File: src/rtl/mux_tree_pipeline_pkg.sv
// ---------------------------------------------------------------------------
// mux_tree_pipeline_pkg
//   Shared types and elaboration-time helpers for the pipelined mux tree.
//   - stage_hs_t   : valid/ready pair that every tree stage exports
//   - is_pow2      : legal-width check for the input word
//   - sel_width    : index width (= number of tree levels) for a word width
//   - level_offset : bit offset of a level's data slice inside the flattened
//                    data chain (level 0 = input word, last level = 1 bit)
// ---------------------------------------------------------------------------
package mux_tree_pipeline_pkg;

  // Each stage drives its own valid downstream and its ready term upstream.
  typedef struct packed {
    logic valid;
    logic ready;
  } stage_hs_t;

  function automatic bit is_pow2(int n);
    return (n >= 2) && ((n & (n - 1)) == 0);
  endfunction

  function automatic int sel_width(int n);
    return (n < 2) ? 1 : $clog2(n);
  endfunction

  // Widths halve per level, so level k starts at N + N/2 + ... = 2N - 2(N>>k).
  function automatic int level_offset(int n, int k);
    return 2 * n - 2 * (n >> k);
  endfunction

endpackage

File: src/rtl/mux_tree_pipeline_if.sv
// ---------------------------------------------------------------------------
// mux_tree_pipeline_if
//   Handshake bundle between the capture side and the single-bit consumer.
//   Signals:
//     flush              synchronous drop of all in-flight items
//     in_valid/in_ready  input handshake
//     in_data, in_idx    word to select from and bit index
//     out_valid/out_ready output handshake
//     out_data, out_idx  selected bit and echoed index
//   Modports:
//     master : the side that drives items in and consumes results
//     slave  : the mux tree itself
// ---------------------------------------------------------------------------
interface mux_tree_pipeline_if #(
  parameter int NUM_INPUTS = 16
);
  import mux_tree_pipeline_pkg::*;

  localparam int SEL_W = sel_width(NUM_INPUTS);

  logic                  flush;
  logic                  in_valid;
  logic                  in_ready;
  logic [NUM_INPUTS-1:0] in_data;
  logic [SEL_W-1:0]      in_idx;
  logic                  out_valid;
  logic                  out_ready;
  logic                  out_data;
  logic [SEL_W-1:0]      out_idx;

  modport master (
    output flush, in_valid, in_data, in_idx, out_ready,
    input  in_ready, out_valid, out_data, out_idx
  );

  modport slave (
    input  flush, in_valid, in_data, in_idx, out_ready,
    output in_ready, out_valid, out_data, out_idx
  );

endinterface

File: src/rtl/mux_tree_pipeline_stage.sv
// ---------------------------------------------------------------------------
// mux_submodule
//   One halving mux level: z[i] = sel ? a[2i+1] : a[2i].
//   Ports: a_i (IN_W bits), sel_i (1), z_o (IN_W/2 bits)
// ---------------------------------------------------------------------------
module mux_submodule #(
  parameter int IN_W = 2
) (
  input  logic [IN_W-1:0]   a_i,
  input  logic              sel_i,
  output logic [IN_W/2-1:0] z_o
);

  always_comb begin
    z_o = '0;
    for (int i = 0; i < IN_W / 2; i++) begin
      z_o[i] = sel_i ? a_i[2*i+1] : a_i[2*i];
    end
  end

endmodule

// ---------------------------------------------------------------------------
// mux_tree_stage
//   One registered level of the tree: a mux_submodule steered by bit LEVEL of
//   the item's index, followed by valid/data/idx registers.
//   Ports:
//     clk, rst_n  clock, async active-low reset
//     flush_i     clears the stage valid (beats any load)
//     valid_i     incoming item valid from upstream
//     data_i      IN_W-bit slice from upstream
//     idx_i       full index travelling with the item
//     rdyNext_i   ready of the downstream stage (or consumer)
//     data_o      IN_W/2-bit registered slice
//     idx_o       registered index
//     hs_o        {valid_q, ready term} of this stage
// ---------------------------------------------------------------------------
module mux_tree_stage
  import mux_tree_pipeline_pkg::*;
#(
  parameter int IN_W  = 2,
  parameter int SEL_W = 1,
  parameter int LEVEL = 0
) (
  input  logic              clk,
  input  logic              rst_n,
  input  logic              flush_i,
  input  logic              valid_i,
  input  logic [IN_W-1:0]   data_i,
  input  logic [SEL_W-1:0]  idx_i,
  input  logic              rdyNext_i,
  output logic [IN_W/2-1:0] data_o,
  output logic [SEL_W-1:0]  idx_o,
  output stage_hs_t         hs_o
);

  localparam int OUT_W = IN_W / 2;

  logic             valid_q, valid_d;
  logic [OUT_W-1:0] data_q, data_d;
  logic [SEL_W-1:0] idx_q, idx_d;
  logic [OUT_W-1:0] muxOut;
  logic             rdy;

  mux_submodule #(.IN_W(IN_W)) u_mux (
    .a_i   (data_i),
    .sel_i (idx_i[LEVEL]),
    .z_o   (muxOut)
  );

  // An empty slot always accepts, which is what collapses bubbles while the
  // consumer is stalled.
  assign rdy = !valid_q || rdyNext_i;

  // Payload registers only move when a real item arrives; an invalid slot
  // keeps its stale contents so the output stays quiet between items.
  always_comb begin
    valid_d = valid_q;
    data_d  = data_q;
    idx_d   = idx_q;
    if (flush_i) begin
      valid_d = 1'b0;
    end else if (rdy) begin
      valid_d = valid_i;
      if (valid_i) begin
        data_d = muxOut;
        idx_d  = idx_i;
      end
    end
  end

  always_ff @(posedge clk or negedge rst_n) begin
    if (!rst_n) begin
      valid_q <= 1'b0;
      data_q  <= '0;
      idx_q   <= '0;
    end else begin
      valid_q <= valid_d;
      data_q  <= data_d;
      idx_q   <= idx_d;
    end
  end

  assign data_o     = data_q;
  assign idx_o      = idx_q;
  assign hs_o.valid = valid_q;
  assign hs_o.ready = rdy;

endmodule

File: src/rtl/mux_tree_pipeline.sv
// ---------------------------------------------------------------------------
// mux_tree_pipeline
//   Registered, handshaked NUM_INPUTS:1 bit selector. SEL_W cascaded halving
//   mux stages, each with its own valid/ready register slice; throughput one
//   item per cycle, latency SEL_W cycles when unstalled.
//   Ports:
//     clk    clock, all state on the rising edge
//     rst_n  asynchronous active-low reset
//     bus    mux_tree_pipeline_if.slave (flush, in_*, out_*)
// ---------------------------------------------------------------------------
module mux_tree_pipeline
  import mux_tree_pipeline_pkg::*;
#(
  parameter int NUM_INPUTS = 16
) (
  input  logic                 clk,
  input  logic                 rst_n,
  mux_tree_pipeline_if.slave   bus
);

  localparam int SEL_W   = sel_width(NUM_INPUTS);
  localparam int CHAIN_W = 2 * NUM_INPUTS - 1;

  if (!is_pow2(NUM_INPUTS)) begin : g_param_check
    $error("mux_tree_pipeline: NUM_INPUTS=%0d must be a power of two >= 2", NUM_INPUTS);
  end

  // All level data slices packed back to back: input word first, the single
  // selected bit in the top position.
  logic [CHAIN_W-1:0] dataChain;
  logic [SEL_W-1:0]   idxChain [0:SEL_W];
  stage_hs_t          hsChain  [0:SEL_W-1];
  logic               acceptIn;

  // Flush blocks acceptance so the item offered in the flush cycle is dropped.
  assign bus.in_ready = hsChain[0].ready && !bus.flush;
  assign acceptIn     = bus.in_valid && bus.in_ready;

  assign dataChain[NUM_INPUTS-1:0] = bus.in_data;
  assign idxChain[0]               = bus.in_idx;

  for (genvar k = 0; k < SEL_W; k++) begin : g_stage
    localparam int IN_W    = NUM_INPUTS >> k;
    localparam int OFF_IN  = level_offset(NUM_INPUTS, k);
    localparam int OFF_OUT = level_offset(NUM_INPUTS, k + 1);

    logic validIn;
    logic rdyNext;

    if (k == 0) begin : g_first
      assign validIn = acceptIn;
    end else begin : g_mid
      assign validIn = hsChain[k-1].valid;
    end

    if (k == SEL_W - 1) begin : g_last
      assign rdyNext = bus.out_ready;
    end else begin : g_inner
      assign rdyNext = hsChain[k+1].ready;
    end

    mux_tree_stage #(
      .IN_W  (IN_W),
      .SEL_W (SEL_W),
      .LEVEL (k)
    ) u_stage (
      .clk       (clk),
      .rst_n     (rst_n),
      .flush_i   (bus.flush),
      .valid_i   (validIn),
      .data_i    (dataChain[OFF_IN +: IN_W]),
      .idx_i     (idxChain[k]),
      .rdyNext_i (rdyNext),
      .data_o    (dataChain[OFF_OUT +: IN_W/2]),
      .idx_o     (idxChain[k+1]),
      .hs_o      (hsChain[k])
    );
  end

  assign bus.out_valid = hsChain[SEL_W-1].valid;
  assign bus.out_data  = dataChain[CHAIN_W-1];
  assign bus.out_idx   = idxChain[SEL_W];

endmodule
File: src/flat_wrapper.sv
// flat-port wrapper written by rule: the top's interface ports become plain ports
module mux_tree_pipeline_flat import mux_tree_pipeline_pkg::*;
#(
  parameter int NUM_INPUTS = 16
)
  (clk, rst_n, bus_flush, bus_in_valid, bus_in_data, bus_in_idx, bus_out_ready, bus_in_ready, bus_out_valid, bus_out_data, bus_out_idx);
  mux_tree_pipeline_if #(.NUM_INPUTS(NUM_INPUTS)) bus_i ();
  input  logic clk;
  input  logic rst_n;
  input wire logic [$bits(bus_i.flush)-1:0] bus_flush;
  input wire logic [$bits(bus_i.in_valid)-1:0] bus_in_valid;
  input wire logic [$bits(bus_i.in_data)-1:0] bus_in_data;
  input wire logic [$bits(bus_i.in_idx)-1:0] bus_in_idx;
  input wire logic [$bits(bus_i.out_ready)-1:0] bus_out_ready;
  output wire logic [$bits(bus_i.in_ready)-1:0] bus_in_ready;
  output wire logic [$bits(bus_i.out_valid)-1:0] bus_out_valid;
  output wire logic [$bits(bus_i.out_data)-1:0] bus_out_data;
  output wire logic [$bits(bus_i.out_idx)-1:0] bus_out_idx;
  assign bus_i.flush = bus_flush;
  assign bus_i.in_valid = bus_in_valid;
  assign bus_i.in_data = bus_in_data;
  assign bus_i.in_idx = bus_in_idx;
  assign bus_i.out_ready = bus_out_ready;
  assign bus_in_ready = bus_i.in_ready;
  assign bus_out_valid = bus_i.out_valid;
  assign bus_out_data = bus_i.out_data;
  assign bus_out_idx = bus_i.out_idx;
  mux_tree_pipeline #(.NUM_INPUTS(NUM_INPUTS)) u_core (.clk(clk), .rst_n(rst_n), .bus(bus_i));
endmodule
File: config.mk
export PLATFORM = sky130hd
export DESIGN_NAME = mux_tree_pipeline_flat
export DESIGN_NICKNAME = d
export VERILOG_FILES = /design/src/rtl/mux_tree_pipeline_pkg.sv /design/src/rtl/mux_tree_pipeline_if.sv /design/src/rtl/mux_tree_pipeline_stage.sv /design/src/rtl/mux_tree_pipeline.sv /design/src/flat_wrapper.sv
export SDC_FILE = /design/constraint.sdc
export NUM_CORES = 1
export LEC_CHECK = 0
export CELL_PAD_IN_SITES_DETAIL_PLACEMENT = 0
export CELL_PAD_IN_SITES_GLOBAL_PLACEMENT = 1
export CORE_MARGIN = 1
export CORE_UTILIZATION = 45
export DETAILED_ROUTE_END_ITERATION = 12
export DONT_BUFFER_PORTS = 1
export GPL_ROUTABILITY_DRIVEN = 0
export PLACE_DENSITY_LB_ADDON = 0.05
export SLEW_MARGIN = 15
export SYNTH_ARGS = -nofsm -noshare
export SYNTH_HDL_FRONTEND = slang
export SYNTH_SLANG_ARGS = --single-unit
File: constraint.sdc
create_clock -name clk -period 1.6 [get_ports clk]
set_input_delay 0.48 -clock clk [delete_from_list [all_inputs] [get_ports clk]]
set_output_delay 0.48 -clock clk [all_outputs]
set_load 0.02 [all_outputs]
==> metrics.txt <==
wire length on met3=136 µm; RSZ-0062 raised after global routing=yes; CTS Sinks=35; actual slew at the worst max-slew pin=0.273 ns; reg-to-reg endpoint=u_core.g_stage[1].u_stage.data_o[0]; sequential share of power=60.1%; fraction of layout cells with a size suffix above 1=57.6%; FF/Latch Area=876 µm²; diode count=0; max frequency=553 MHz; vias in the first global route=868; wl on met1=1.01 mm; Area growth syn-to-layout=13.9%; final instance area=1770 µm²; routed vias/inst=5.17; CTS buffer count=5; final setup vio count=21; initial DRC count=41; Setup CP Type=flip-flop to flip-flop; CTS clk-pin slew, worst paths=0.10 ns; Die H=60.8 µm; internal power=1.59 mW; wire per inst=14.0 µm; Period minus WS final=1.81 ns; area of the multi-input gates=654 µm²; CP Data Required Time=1.82 ns; Max Cap Viol=0; reported leakage power=0.796 nW; All-Layer GR Usage=15.3%; status=complete, but fails checks; Clock power frac=20.7%; 1st-pass router iterations=2; mean post-synth cell area=15.1 µm²; critical path arrival=2.03 ns; worst path bufs/invs=3; clk buf depth=2; Die X=60.8 µm; Initial Util=49.3%; Final Hold Viols=0; Root Buffer=clkbuf_4; Post-Route Setup TNS=-3.72 ns; sw frac=26.9%; Worst path slowest cell=dfrtp_1; routed wl met2=1.07 mm; CP top delay family=simple AND/OR/NAND/NOR gates; sequential-to-total area share from yosys stat=56.3%; commonest non-fill, non-tap cells in the layout=mux2_2, dfrtp_1, mux2_4; num ports=32; Core ar.=3150 µm²; Fillers=293; number of cells on the worst reg-to-reg path=6; Max Clock Skew=0.00594 ns; yosys warns=0; Net Sw Power=0.587 mW; nets@finish=142; DRC viols=0; clk_lat worst skew=0.33 ns; Hold/Removal Path Class=input pin to flip-flop; placed cell count=149; Mapped Cells=103; Min Hold Slack=0.196 ns; Hold Path Sink=u_core.g_stage[2].u_stage.valid_q; port bufs=0; crit share post-route=113%; Die ar.=3700 µm²; first-pass GRT wire length=3.95 mm; final WL=2.27 mm; Cell Pwr Density=1230 nW/µm²; largest net degree at the start of global routing=36; initial antenna violation count=0; Worst setup SP type=flip-flop; via count=838; Worst slew margin=81.7%; most numerous cell on the critical path=buf_6; non-filler cells in the finished layout=162; Setup WS post-layout=-0.209 ns; crit-path max cell delay=0.41 ns; Slew Viols, Final=0; worst-path cell chain=and4b_4 > buf_4 > buf_6 > or3b_1 > buf_6 > mux2_4; Distinct cells, synth=17; RR Startpoint=u_core.g_stage[3].u_stage.valid_q; Comb pwr share=19.2%; post-DP HPWL=1.57 mm; Post-DP Area=1650 µm²; Hold Path Stages=1; GR Overflow Total=0; most common cell after layout, fill and taps aside=mux2_2; Worst setup EP type=flip-flop; Cell Rows=20; Syn Std Cell Area=1560 µm²; ANT nets after route=0; Power Total=2.18 mW; CTS tree=built; syn_nets=128; H-tree lvl count=2; HP Start=bus_flush; highest metal used=met4; Max VDD drop=0.000613 V; crit path max fanout=8; violations in the final reports=negative setup slack; R2R setup slack=-0.21 ns; Synth Register Bits=35
metal layers:
layer	global-route usage, %	vias up
li1	-	402
met1	17.8	404
met2	24.8	25
met3	4.90	7
met4	8.77	0
met5	0	-
worst register-to-register path, delay by kind of cell, from the launching register on:
family                 cells  cell delay (ns)
buffers and inverters      3             0.39
multiplexers               1             0.30
flip-flops                 1             0.41
AND/OR/NAND/NOR            2             0.60
power by group through the flow:
stage / Sequential [mW] / Clock, mW / Combinational, mW
after floorplan: 1.29 / 0 / 0.362
after global placement: 1.33 / 0 / 0.383
after detailed placement: 1.34 / 0 / 0.395
after CTS: 1.32 / 0.473 / 0.427
after global routing: 1.35 / 0.523 / 0.459
final: 1.31 / 0.451 / 0.419
timing repair:
item	CTS	global route
endpoints found under the setup margin	1	21
pin swaps	2	1
gates resized for setup	4	1
hold buffers	2	0
setup buffers	2	1
endpoints found under the hold margin	35	0
cell families after synthesis:
logic type | count (synthesis) | synth area share [%]
and+or+nand+nor | 11 | 4.26
DFF | 35 | 56.3
AOI/OAI and AO/OA | 5 | 1.93
muxes | 46 | 35.2
buffers and inverters | 6 | 2.25
worst max path at each step:
stage                                 startpoint                                   to  depth (start not counted)
2_1_floorplan                      bus_out_ready  u_core.g_stage[1].u_stage.data_o[0]                          4
6_report       u_core.g_stage[3].u_stage.valid_q  u_core.g_stage[1].u_stage.data_o[0]                          6
4_1_cts        u_core.g_stage[3].u_stage.valid_q                         bus_in_ready                          4
5_1_grt        u_core.g_stage[3].u_stage.valid_q                         bus_in_ready                          4
3_5_place_dp                       bus_out_ready  u_core.g_stage[1].u_stage.data_o[0]                          4
3_3_place_gp                       bus_out_ready   u_core.g_stage[1].u_stage.idx_o[0]                          4
stage by stage:
stage | setup WS [ns] | utilization, %
floorplan | 0.00525 | -
global placement | -0.0300 | 52.3
detailed placement | -0.0262 | 52.3
CTS | -0.209 | 55.8
global route | -0.287 | 56.2
finish | -0.209 | 56.2
synth_stat cells:
master	n	area (µm²)
clkbuf_1	1	3.75
and4b_4	1	13.8
nand2b_1	1	6.26
buf_1	1	3.75
nor2_1	6	22.5
mux2_4	8	120
inv_1	1	3.75
mux2_2	37	417
mux2_1	1	11.3
nor2b_1	1	6.26
a211o_2	1	10.0
dfrtp_1	35	876
or3b_1	2	17.5
buf_6	1	11.3
buf_4	1	7.51
buf_2	1	5.00
a21oi_1	4	20.0
flip-flops by register name, indices dropped and copies added, names as in the netlist:
signal and count:
u_core.g_stage.u_stage.valid_q 4, u_core.g_stage.u_stage.data_o 15, u_core.g_stage.u_stage.idx_o 16
final cells by class:
type / count / area share [%]
tap: 44 / 3.11
clock buffer: 6 / 2.33
sequential: 35 / 49.4
multi-input combinational: 62 / 36.9
inverter: 1 / 0.212
clock inverter: 2 / 0.706
timing repair buffer: 12 / 7.27
Note: power is estimated with default switching activity, not from simulation.
